### config.mk
export PLATFORM = sky130hd
export DESIGN_NAME = pulse_scheduler
export DESIGN_NICKNAME = d
export VERILOG_FILES = /design/src/rtl/pulse_scheduler.sv
export SDC_FILE = /design/constraint.sdc
export NUM_CORES = 1
export LEC_CHECK = 0
export BUFFER_PORTS_ARGS = -buffer_cell sky130_fd_sc_hd__buf_4
export CORE_AREA = 2 2 76 78
export DETAILED_ROUTE_END_ITERATION = 10
export DIE_AREA = 0 0 78 80
export GPL_ROUTABILITY_DRIVEN = 0
export PLACE_DENSITY_LB_ADDON = 0.05
export SYNTH_ARGS = -nofsm -noshare
export SYNTH_HDL_FRONTEND = slang
export SYNTH_SLANG_ARGS = --single-unit
### constraint.sdc
create_clock -name clk_rd -period 2.43 [get_ports clk_rd]
set_clock_uncertainty 0.05 [all_clocks]
set_input_delay 0.486 -clock clk_rd [delete_from_list [all_inputs] [get_ports clk_rd]]
set_output_delay 0.486 -clock clk_rd [all_outputs]
set_load 0.05 [all_outputs]
### src/rtl/pulse_scheduler.sv
// pulse_scheduler: fetches timing descriptors from a show-ahead FIFO and plays
// each one out as a delayed, fixed-width pulse on one of N_CH channels.
// Descriptor layout: [31:16] delay, [15:4] width, [3:0] channel.
// Optional feature: define PULSE_SCHED_CHK_EN to discard descriptors whose
// channel is out of range and raise a sticky err flag instead.
`timescale 1ns/1ps

module pulse_scheduler #(
    parameter int DW   = 32,
    parameter int N_CH = 8
) (
    input  logic            clk_rd,
    input  logic            rst_rd,
    input  logic            enable,
    input  logic            abort,
    input  logic            fifo_empty,
    input  logic [DW-1:0]   fifo_rd_data,
    output logic            fifo_rd_en,
    output logic [N_CH-1:0] pulse_out,
    output logic            busy,
    output logic            pulse_done,
    input  logic            err_clr,
    output logic            err
);

    typedef enum logic [1:0] {
        IDLE  = 2'd0,
        DELAY = 2'd1,
        PULSE = 2'd2
    } state_t;

    state_t          state_q, state_d;
    logic [15:0]     dcnt_q, dcnt_d;
    logic [11:0]     wcnt_q, wcnt_d;
    logic [3:0]      chan_q, chan_d;
    logic [N_CH-1:0] pulse_q, pulse_d;
    logic            done_q, done_d;
    logic            err_q, err_d;

    logic            pop;
    logic            rd_bad;
    logic [15:0]     rd_delay;
    logic [11:0]     rd_width;
    logic [3:0]      rd_chan;
    logic [N_CH-1:0] rd_mask;
    logic [N_CH-1:0] q_mask;

    // One-hot channel decode; channels outside 0..N_CH-1 decode to all-zero
    function automatic logic [N_CH-1:0] chan_mask(input logic [3:0] ch);
        logic [N_CH-1:0] m;
        m = '0;
        for (int i = 0; i < N_CH; i++) begin
            if (ch == 4'(i)) begin
                m[i] = 1'b1;
            end
        end
        return m;
    endfunction

    generate
        if (DW > 32) begin : g_unused_hi
            logic unused_hi;
            assign unused_hi = ^fifo_rd_data[DW-1:32];
        end
    endgenerate

    assign rd_delay = fifo_rd_data[31:16];
    assign rd_width = fifo_rd_data[15:4];
    assign rd_chan  = fifo_rd_data[3:0];
    assign rd_mask  = chan_mask(rd_chan);
    assign q_mask   = chan_mask(chan_q);

    // The pop strobe is combinational so the head word is consumed in the same
    // cycle it is latched; reset and abort both suppress it
    assign pop = ~rst_rd & (state_q == IDLE) & enable & ~fifo_empty & ~abort;

`ifdef PULSE_SCHED_CHK_EN
    assign rd_bad = ({28'd0, rd_chan} >= N_CH);
`else
    logic unused_err_clr;
    assign unused_err_clr = err_clr;
    assign rd_bad         = 1'b0;
`endif

    // Next-state logic: fetch, count down the delay, then hold the pulse
    always_comb begin
        state_d = state_q;
        dcnt_d  = dcnt_q;
        wcnt_d  = wcnt_q;
        chan_d  = chan_q;
        pulse_d = pulse_q;
        done_d  = 1'b0;
`ifdef PULSE_SCHED_CHK_EN
        err_d   = (err_q & ~err_clr) | (pop & rd_bad);
`else
        err_d   = 1'b0;
`endif
        case (state_q)
            IDLE: begin
                if (pop) begin
                    chan_d = rd_chan;
                    wcnt_d = rd_width;
                    dcnt_d = rd_delay;
                    if (rd_bad) begin
                        state_d = IDLE;
                    end else if (rd_delay != 16'd0) begin
                        state_d = DELAY;
                    end else if (rd_width != 12'd0) begin
                        state_d = PULSE;
                        pulse_d = rd_mask;
                    end else begin
                        done_d = 1'b1;
                    end
                end
            end
            DELAY: begin
                if (abort) begin
                    state_d = IDLE;
                    dcnt_d  = 16'd0;
                    pulse_d = '0;
                end else if (dcnt_q <= 16'd1) begin
                    dcnt_d = 16'd0;
                    if (wcnt_q != 12'd0) begin
                        state_d = PULSE;
                        pulse_d = q_mask;
                    end else begin
                        state_d = IDLE;
                        done_d  = 1'b1;
                    end
                end else begin
                    dcnt_d = dcnt_q - 16'd1;
                end
            end
            PULSE: begin
                if (abort) begin
                    state_d = IDLE;
                    wcnt_d  = 12'd0;
                    pulse_d = '0;
                end else if (wcnt_q <= 12'd1) begin
                    state_d = IDLE;
                    wcnt_d  = 12'd0;
                    pulse_d = '0;
                    done_d  = 1'b1;
                end else begin
                    wcnt_d = wcnt_q - 12'd1;
                end
            end
            default: begin
                state_d = IDLE;
                pulse_d = '0;
            end
        endcase
    end

    // State and output registers; reset clears everything immediately
    always_ff @(posedge clk_rd or posedge rst_rd) begin
        if (rst_rd) begin
            state_q <= IDLE;
            dcnt_q  <= 16'd0;
            wcnt_q  <= 12'd0;
            chan_q  <= 4'd0;
            pulse_q <= '0;
            done_q  <= 1'b0;
            err_q   <= 1'b0;
        end else begin
            state_q <= state_d;
            dcnt_q  <= dcnt_d;
            wcnt_q  <= wcnt_d;
            chan_q  <= chan_d;
            pulse_q <= pulse_d;
            done_q  <= done_d;
            err_q   <= err_d;
        end
    end

    assign fifo_rd_en = pop;
    assign pulse_out  = pulse_q;
    assign pulse_done = done_q;
    assign busy       = (state_q != IDLE);
    assign err        = err_q;

endmodule

==> run summary, run 1 <==
Status: finished with violations
Failing checks: setup timing
IR drop worst, VDD: 0.4952 mV
Synth cell types: 50
Worst setup margin: -0.01860 ns
# DRC: 0
Achievable Freq: 0.4084 GHz
Critical Path Start Type: flop
Fin. max-slew vios: 0
Clock Pin Slew Worst Setup and Hold Paths: 0.09 ns
Post-Route WL: 7.353 mm
Pint: 1.554 mW
Final Critical Period: 2.449 ns
Die area: 6240 um^2
CTS tree: built
Fin cells: 455
Seq pwr share: 40.4%
Initial core utilization: 48.84%
Delay-heaviest family, CP: simple AND/OR/NAND/NOR gates
Initial antenna violation count: 0
DP Wirelength: 5.486 mm
Switching power: 0.9366 mW
Vias in the first global route: 2629
Reg2reg setup slack: -0.02 ns
Wire per inst: 16.16 um
Hold Fails Final Rpt: 0
Worst hold path class: in2async
Max H-tree Level: 2
Clock Latency Late Sink: 0.30 ns
Share of layout cells above drive strength 1: 28.72%
Unrepaired setup endpoints after global routing: true
Pwr dens: 730.6 nW/um^2
Mapped Area: 2640 um^2
I/O pin cnt: 50
P_leak: 1.576 nW
Die W: 78 um
GRT Util Overall: 24.93%
Root buffer cell: clkbuf_8
Endpoints failing setup: 8
Combinational share of power: 40.9%
ANT cells: 0
Via-to-Cell Ratio: 5.971
Largest cells by area after synthesis: dfrtp_1, o21ai_0, nand2_1
# port buffers: 47
Worst Tran Pin Value: 0.7434 ns
Most common flop cell mapped by yosys: dfrtp_1
Hold-fix buffers, CTS: 0
Vias: 2717
Largest net degree at the start of global routing: 44
CP Buf/Inv Count: 1
Slowest CP cell: or4_4
Crit path arrival time: 2.58 ns
Largest fanout on the critical path: 8
Nets: 424
Yosys reg bits: 43
Placed cell count: 445
Post-synthesis sequential area ratio: 40.76%
First-pass GRT wire length: 12.39 mm
Required @ worst endpoint: 2.56 ns
Core Area: 5405 um^2
Cell count after synthesis: 305
Sw Ratio: 37.60%
YS warnings: 0
Top-area cell type share of the netlist area: 40.76%
Synth area leader: dfrtp_1
Max-Cap Viols: 0
Cell Rows: 27
Layout area overhead: 29.15%
Filler cell count in the final layout: 514
First DRT Iteration DRCs: 126
Antenna Nets Post-Route: 0
Relative slew slack: 50.25%
Die H: 80 um
Most frequent cell after synthesis: dfrtp_1
Clock share of power: 18.7%
Cells along the critical path: or4_4, o41ai_4, o211ai_1, nor4b_4, buf_6, mux2_2
CTS Buf Count: 5
Crit Path Category: reg2reg
DRT Pass-1 Iters: 5
Slowest stage delay, CP: 0.57 ns
Top post-synthesis cells by count: dfrtp_1, nand2_1, o21ai_0, nor2_1
Pre-CTS setup slack: -0.04662 ns
Number of synthesized flops with an enable pin: 0
Grt total ovfl: 0
Clock Path Buffers: 2
Syn avg cell area: 8.656 um^2
Clk sinks: 43
Asr flop ratio synth: 100.0%
Post-route clock period utilization: 100.8%
Syn Nets: 347
Element type at the critical path end: flop
layout by cell type (no fill, tap or decap), types with 4 or more instances in the layout:
master     synthesis  routed
buf_4              1      82
dfrtp_1           43      43
nand2_1           34      34
o21ai_0           33      33
nor2_1            31      31
nor4_1            14      14
a21oi_1           14      13
nor3_1            13      13
inv_1             12      12
o22ai_1            9       9
mux2_2             8       8
a221o_1            6       6
nand3_1            6       6
nand2b_1           5       5
clkbuf_8           0       5
nor3b_1            4       4
o2bb2ai_1          4       4
a21o_1             5       4
ha_1               4       4
through the flow:
stage	util, %	hold WS [ns]	power, mW	cell area (um^2)	TNS, ns
final	63.08	0.2818	2.491	3410	-0.1077
after global routing	63.08	0.3449	2.655	3410	-1.017
after CTS	62.66	0.3111	2.465	3387	-0.03875
after detailed placement	60.79	0.4432	1.995	3286	-0.3314
after global placement	60.79	0.4125	1.968	3286	-0.04619
after floorplan	-	0.4002	1.590	2640	-0.8760
worst paths after layout:
| kind | from | endpoint | cells past startpoint |
|---|---|---|---|
| worst max-delay path | wcnt_q[11] | pulse_out[0] | 6 |
| worst min-delay path | rst_rd | dcnt_q[2] | 3 |
| worst max register to register | wcnt_q[11] | pulse_out[0] | 6 |
| worst min register to register | pulse_out[0] | pulse_out[0] | 1 |
| max in group asynchronous | rst_rd | dcnt_q[14] | 3 |
| min in group clk_rd | fifo_rd_data[3] | chan_q[3] | 3 |
worst register-to-register path: stages, from the launching register on:
cell and delay [ns]:
dfrtp_1 0.39, or4_4 0.57, o41ai_4 0.37, o211ai_1 0.19, nor4b_4 0.26, buf_6 0.17
mux2_2 0.34
power groups by stage:
stage	sequential, mW	clock [mW]	combinational, mW
final	1.01	0.466	1.02
after global routing	1.03	0.499	1.13
after CTS	1.00	0.471	0.994
after detailed placement	1.01	0	0.981
after global placement	1.01	0	0.958
after floorplan	1.06	0	0.534
layout make-up:
class / instances / area, um^2 / area share (%)
clock buffers: 6 / 72.57 / 2.128
clock inverters: 2 / 12.51 / 0.3670
inverters: 12 / 45.04 / 1.321
multi-input cells: 237 / 1486 / 43.60
flip-flops and latches: 43 / 1076 / 31.56
well taps: 72 / 90.09 / 2.642
repair buffers: 83 / 626.9 / 18.39
layer usage:
layer | up-vias | part of all wire, % | track usage [%]
met5 | - | 0 | 0
met2 | 100 | 48 | 41.98
met1 | 1305 | 44 | 32.95
li1 | 1299 | - | -
met4 | 0 | 1.5 | 8.070
met3 | 13 | 6.1 | 3.959
flip-flops by register name, summed over array words and instances, names as in the netlist:
| signal | count |
|---|---|
| wcnt_q | 12 |
| pulse_done | 1 |
| pulse_out | 8 |
| dcnt_q | 16 |
| state_q | 2 |
| chan_q | 4 |
cells by family (layout without fill, tap and decap cells):
| family | count (synthesis) | in the layout | share of synthesized area, % |
|---|---|---|---|
| and+or+nand+nor | 128 | 128 | 25.45 |
| AOI/OAI and AO/OA | 95 | 95 | 24.31 |
| buffers and inverters | 25 | 103 | 3.697 |
| DFF | 43 | 43 | 40.76 |
| muxes | 8 | 8 | 3.412 |
| adders and majority gates | 4 | 4 | 1.896 |
| other | 1 | 1 | 0.1420 |
| xor gates and xnor gates | 1 | 1 | 0.3318 |
timing repair:
item | 4_1_cts | 5_1_grt
pin swaps | 2 | 1
resized for setup | 3 | 2
setup endpoints to repair | 8 | 13
setup buffers | 1 | 1
gates cloned | 0 | 0
(Power assumes the default switching activity.)
==> run 2: changes to the inputs <==
- ABC_CLOCK_PERIOD_IN_PS: default -> 2430
- CORE_AREA: 2 2 76 78 -> 2 2 63 94
- DIE_AREA: 0 0 78 80 -> 0 0 65 96
==> run summary, run 2 (synthesized netlist as in run 1, its figures left out) <==
Most frequent cells in the layout: buf_4, dfrtp_1, nand2_1
Share of layout cells above drive strength 1: 27.78%
Die H: 96 um
Hold-fix buffers, CTS: 0
Largest net degree at the start of global routing: 44
Fin. max-slew vios: 0
P_leak: 1.580 nW
Die area: 6240 um^2
Wire per inst: 15.99 um
IR drop worst, VDD: 0.4471 mV
Post-Route WL: 7.163 mm
Delay-heaviest family, CP: simple AND/OR/NAND/NOR gates
Filler cell count in the final layout: 496
First DRT Iteration DRCs: 177
Crit path arrival time: 2.57 ns
CTS tree: built
Crit Path Category: reg2reg
Slowest CP cell: or4_4
WL met2: 3.696 mm
Max-Cap Viols: 0
Vias in the first global route: 2619
Layout area overhead: 29.72%
Design area: 3425 um^2
Nets: 419
Clock Latency Late Sink: 0.30 ns
DRT Pass-1 Iters: 4
Root buffer cell: clkbuf_8
Final core occ: 63.31%
Worst setup margin: -0.005480 ns
Core Area: 5409 um^2
Initial antenna violation count: 0
Commonest non-fill, non-tap cell in the layout: buf_4
Top reg by flops: dcnt_q
Largest fanout on the critical path: 8
CTS Buf Count: 5
Pwr dens: 743.6 nW/um^2
Max H-tree Level: 2
# DRC: 0
Status: finished with violations
Clk sinks: 43
Clock Pin Slew Worst Setup and Hold Paths: 0.09 ns
Failing checks: setup timing
Metal3 WL: 327 um
Slowest stage delay, CP: 0.56 ns
I/O pin cnt: 50
Via-to-Cell Ratio: 5.879
Relative slew slack: 51.42%
Vias: 2634
DR top layer: met4
DRT met1 WL: 2.924 mm
Worst Tran Pin Value: 0.7260 ns
Clock Path Buffers: 2
ANT cells: 0
Unrepaired setup endpoints after global routing: true
Cells along the critical path: or4_4, o41ai_4, o211ai_1, nor4b_4, buf_6, mux2_2
Max FFs per register: 16
WHS: 0.2790 ns
Required @ worst endpoint: 2.56 ns
Critical Path Start Type: flop
First-pass GRT wire length: 12.03 mm
Grt total ovfl: 0
DP Wirelength: 5.466 mm
CP Buf/Inv Count: 1
GRT Util Overall: 24.99%
Post-route clock period utilization: 100.2%
Die W: 65 um
Achievable Freq: 0.4106 GHz
Hold Fails Final Rpt: 0
Worst hold path class: in2async
Element type at the critical path end: flop
Post-place instance area: 3278 um^2
# port buffers: 47
Antenna Nets Post-Route: 0
Initial core utilization: 48.81%
Reg2reg setup slack: -0.005 ns
Final Critical Period: 2.435 ns
Final TNS setup: -0.01566 ns
Cell Rows: 33
Endpoints failing setup: 4
[run 2: changes by cell type in the layout (fill, tap and decap cells not counted), sizes merged]
cell and change:
clkinv +1, clkbuf -1, buf -5, clkinvlp -1
bufinv +1
[run 2: per-stage QoR]
stage          setup slack, ns  power, mW  instances
3_5_place_dp          -0.07882      1.969        439
2_1_floorplan          -0.1095      1.590        305
6_report             -0.005480      2.547        448
5_1_grt               -0.08855      2.734        448
3_3_place_gp          -0.04548      1.959        439
4_1_cts               -0.01746      2.551        447
[run 2: where the power goes]
part,internal [mW],switching (mW),total (mW)
combinational,0.456,0.518,0.974
clock,0.306,0.258,0.564
sequential,0.873,0.136,1.01
[run 2: final timing paths]
check | start | endpoint | cells after the start
min in group clk_rd | fifo_rd_data[3] | chan_q[3] | 3
min | rst_rd | chan_q[0] | 3
max reg2reg | wcnt_q[11] | pulse_out[1] | 6
max | wcnt_q[11] | pulse_out[1] | 6
min reg2reg | dcnt_q[13] | dcnt_q[13] | 1
max in group asynchronous | rst_rd | wcnt_q[4] | 3
[run 2: worst register-to-register path, stage by stage, from the launching register on]
cell      delay, ns
dfrtp_1        0.38
or4_4          0.56
o41ai_4        0.36
o211ai_1       0.20
nor4b_4        0.25
buf_6          0.18
mux2_2         0.34
[run 2: layout make-up]
type / count / area (um^2) / area share (%)
multi-input cells: 237 / 1489 / 43.48
flip-flops and latches: 43 / 1076 / 31.42
clock buffers: 5 / 68.82 / 2.010
well taps: 70 / 87.58 / 2.558
inverters: 12 / 45.04 / 1.315
clock inverters: 3 / 43.79 / 1.279
repair buffers: 78 / 614.3 / 17.94
[run 2: what timing repair did]
| action | CTS | global route |
|---|---|---|
| gates cloned | 0 | 0 |
| pin swaps | 2 | 2 |
| gates resized for setup | 2 | 3 |
| setup endpoints to repair | 8 | 8 |
| buffers inserted | 0 | 1 |
[run 2: per-layer routing]
layer  vias up  GRT usage, %
met1      1245         30.55
met5         -             0
met4         0         10.28
met2        80         44.16
met3        20         3.158
li1       1289             -
